$ cat config.mk
export PLATFORM = sky130hd
export DESIGN_NAME = factorial_cu
export DESIGN_NICKNAME = d
export VERILOG_FILES = /design/src/rtl/factorial_cu_pkg.sv /design/src/rtl/factorial_cu.sv
export SDC_FILE = /design/constraint.sdc
export NUM_CORES = 1
export LEC_CHECK = 0
export BUFFER_PORTS_ARGS = -buffer_cell sky130_fd_sc_hd__buf_2
export CAP_MARGIN = 0
export CORE_AREA = 2 2 39 41
export CTS_BUF_LIST = sky130_fd_sc_hd__clkbuf_4
export DETAILED_ROUTE_END_ITERATION = 7
export DIE_AREA = 0 0 41 43
export SLEW_MARGIN = 10
export SYNTH_ARGS = -nofsm -noshare
export SYNTH_HDL_FRONTEND = slang
export SYNTH_SLANG_ARGS = --single-unit
$ cat constraint.sdc
create_clock -name clk -period 1.4 [get_ports clk]
set_input_delay 0.07 -clock clk [delete_from_list [all_inputs] [get_ports clk]]
set_output_delay 0.07 -clock clk [all_outputs]
set_load 0.02 [all_outputs]
$ cat src/rtl/factorial_cu_pkg.sv
// factorial_cu_pkg: state encodings shared by the factorial control unit and its top wrapper
package factorial_cu_pkg;
  localparam int CU_STATE_W = 3;
  typedef enum logic [CU_STATE_W-1:0] {
    IDLE  = 3'd0,
    LOAD  = 3'd1,
    CHECK = 3'd2,
    MULT  = 3'd3,
    DONE  = 3'd4,
    ERR   = 3'd5
  } state_e;
endpackage

$ cat src/rtl/factorial_cu.sv
// factorial_cu: Moore control FSM sequencing load, compare and multiply-decrement for the factorial datapath
module factorial_cu
  import factorial_cu_pkg::*;
#(
  parameter int STATE_W = 3
) (
  input  logic               clk,
  input  logic               rst_n,
  input  logic               go,
  input  logic               x_GT_1,
  input  logic               x_GT_12,
  output logic               ld_CNT,
  output logic               en_CNT,
  output logic               ld_REG,
  output logic               sel_MUX,
  output logic               OE_BUF,
  output logic               done,
  output logic               err,
  output logic               busy,
  output logic [STATE_W-1:0] cs
);
  state_e state_q, state_d;
  always_ff @(posedge clk or negedge rst_n)
    if (!rst_n) state_q <= IDLE;
    else        state_q <= state_d;
  // Outputs decode the state register only; encodings 6/7 fall to the default and recover to IDLE.
  always_comb begin
    state_d = IDLE;
    ld_CNT  = 1'b0;
    en_CNT  = 1'b0;
    ld_REG  = 1'b0;
    sel_MUX = 1'b0;
    OE_BUF  = 1'b0;
    done    = 1'b0;
    err     = 1'b0;
    busy    = 1'b0;
    case (state_q)
      IDLE:  state_d = go ? LOAD : IDLE;
      LOAD: begin
        ld_CNT  = 1'b1;
        ld_REG  = 1'b1;
        busy    = 1'b1;
        state_d = CHECK;
      end
      CHECK: begin
        busy    = 1'b1;
        state_d = x_GT_12 ? ERR : x_GT_1 ? MULT : DONE;
      end
      MULT: begin
        sel_MUX = 1'b1;
        ld_REG  = 1'b1;
        en_CNT  = 1'b1;
        busy    = 1'b1;
        state_d = CHECK;
      end
      DONE: begin
        OE_BUF  = 1'b1;
        done    = 1'b1;
        state_d = go ? DONE : IDLE;
      end
      ERR: begin
        err     = 1'b1;
        state_d = go ? ERR : IDLE;
      end
      default: state_d = IDLE;
    endcase
  end
  assign cs = STATE_W'(state_q);
endmodule
==> impl_metrics.ini <==
[route]
drt-total-wl_um = 541
vias = 224
drtIter0Drc = 1
dr.pass1.iters = 3
avgRoutedWirePerCell_um = 9.49
postRouteAntennaNets = 0
drc = 0
viasPerCell = 3.93

[timing]
fin_skew_ps = 3.67
setup_viol = 0
rsz0062_at_grt = false
fin_crit_ps = 1270
fmax_mhz = 789
tightest_slew_ps = 346
fin_crit_sh_pct = 90.6
finalHoldViolations = 0
maxSlewHeadroom_pct = 76.9
maxSlewViolCount = 0
tns_ps = 0

[floorplan]
die_w_um = 41
core_um2 = 1380
dieArea_um2 = 1760
pin_count = 16
die_h_um = 43
row_count = 14
initial_core_util_pct = 15.6

[clock_network]
cts-root-buf = clkbuf_4
clockBufferDepth = 2
postCtsSetupBuffers = 0
clk_latency_ps = 240
clkSlewWorstSetupHoldPaths_ps = 40
htree_levels = 1
cts_sinks = 3
cts_buffers = 3
cts_tree = yes

[synthesis]
synth_warnings = 0
synth-edff-count = 0
syn_area_per_cell_um2 = 8.61
synthTopCellsByCount = dfrtp_1, nor2_1
yosysSeqAreaShare_pct = 34.9
ys_types = 16
synth-simple-area-share_pct = 34.3
async_reset_ff_share_pct = 100
synth_top_family_by_area = simple AND/OR/NAND/NOR gates
synth.area.top_cells = dfrtp_1, buf_4, nand3b_1
synth-xor-area-share_pct = 4.07
synth_top_area_cell = dfrtp_1
synth_nets = 30
synth_top_area_share_pct = 34.9
synth_compound_area_share_pct = 8.72
synthAdderAreaFrac_pct = 0
synthMuxAreaShare_pct = 0
synth-seq-cells = 3
ys.flop_type = dfrtp_1
synth_area_um2 = 215
syn_inst = 25

[placement]
io_buffers = 15
place_area_um2 = 292
dp_hpwl_um = 372
globalplace.congestion = 0.727

[power_and_ir_drop]
p_per_area_nw_per_um2 = 2640
combPwrFrac_pct = 53.0
power.share.clock_pct = 20.6
peakVddDrop_uv = 498
seq_power_share_pct = 26.5
internal_power_uw = 448
p_leak_uw = 0.000179
power.net_switching_uw = 432
switching_share_pct = 49.1

[global_route]
grt_max_degree = 11
grt_pass1_vias = 197
antenna_found_initial = 0
track_usage_pct = 8.26
grt.overflow.total = 0
grt_first_pass_wirelength_um = 772

[setup_path]
arrival_ps = 1200
cp_max_fo = 10
crit_start = cs[2]$_DFF_PN0_
cp.required_ps = 1330
cp_num_buf_inv = 1
worst_setup_path_start_kind = flop
cp_slowest_stage_delay_ps = 540
cp_slowest_cell = dfrtp_1
cpLargestDelayFamily = flip-flops
reg2reg_from = cs[2]$_DFF_PN0_
endpoint_kind = output pin
crit_path_cell_trace = nor3b_2, buf_2
crit_type = flop to output pin

[cells_and_area]
seqCellArea_um2 = 76.3
largest_reg_flops = 3
synthToLayoutAreaGrowth_pct = 54.7
drive_gt1_share_pct = 53.7
num-fill-cells = 157
utilization_pct = 24.1
finalNetCount = 47
antennaDiodeCount = 0
multiInputGateArea_um2 = 114
design_area_um2 = 333

[flow_run]
timing.max_cap.violations = 0

[run_status]
status = complete, no violations

[min_path]
min_from = go
hold_class = input pin to flop
final timing paths:
path,depth (start not counted),endpoint,slack [ps]
worst max-delay path,2,done,130
worst min-delay path,3,cs[2]$_DFF_PN0_,90
worst max register to register,2,cs[0]$_DFF_PN0_,250
worst min register to register,1,cs[0]$_DFF_PN0_,660
max in group asynchronous,2,cs[0]$_DFF_PN0_,1120
min in group asynchronous,2,cs[2]$_DFF_PN0_,170
per-stage QoR:
stage,setup slack (ps),hold WS (ps),cells,power (µW)
6_report,132,93.1,57,879
3_3_place_gp,280,-132,52,698
2_1_floorplan,68.9,-226,25,603
4_1_cts,109,90.4,57,889
5_1_grt,6.55,89.7,57,953
3_5_place_dp,262,-134,52,704
cell type report:
| class | count | area share, % |
|---|---|---|
| multi-input cells | 16 | 34.2 |
| well taps | 16 | 6.02 |
| clock buffers | 4 | 9.02 |
| inverters | 2 | 2.26 |
| flip-flops and latches | 3 | 22.9 |
| repair buffers | 16 | 25.6 |
logic make-up after synthesis:
| logic type | Yosys count |
|---|---|
| AOI/OAI and AO/OA | 3 |
| xor gates and xnor gates | 1 |
| buffers and inverters | 6 |
| DFF | 3 |
| and+or+nand+nor | 12 |
per-layer routing:
| layer | global-route usage, % | part of all wire, % |
|---|---|---|
| met5 | 0 | 0 |
| met2 | 8.44 | 50 |
| met1 | 7.14 | 38 |
| met4 | 16.0 | 5.0 |
| met3 | 4.71 | 7.2 |
power by group through the flow:
stage / Combinational, µW / Clock (µW) / Sequential, µW
finish: 466 / 181 / 233
global placement: 469 / 0 / 228
global route: 503 / 209 / 241
detailed placement: 469 / 0 / 235
CTS: 472 / 186 / 231
floorplan: 388 / 0 / 216
placed cells by master (no fill, tap or decap), types with 2 or more instances in the layout:
| master | count |
|---|---|
| clkbuf_4 | 4 |
| nor2_1 | 3 |
| buf_2 | 15 |
| dfrtp_1 | 2 |
| nand3b_1 | 2 |
| inv_1 | 2 |
what timing repair did:
action / 4_1_cts / 5_1_grt
hold buffers: 1 / 0
resized for setup: 0 / 1
setup endpoints to repair: 0 / 1
endpoints found under the hold margin: 3 / 0
worst register-to-register path, cell delays in order (launching register included):
cell and delay (ps):
dfrtp_1 490, or3b_1 440, o32ai_1 130
(Power assumes the default switching activity.)
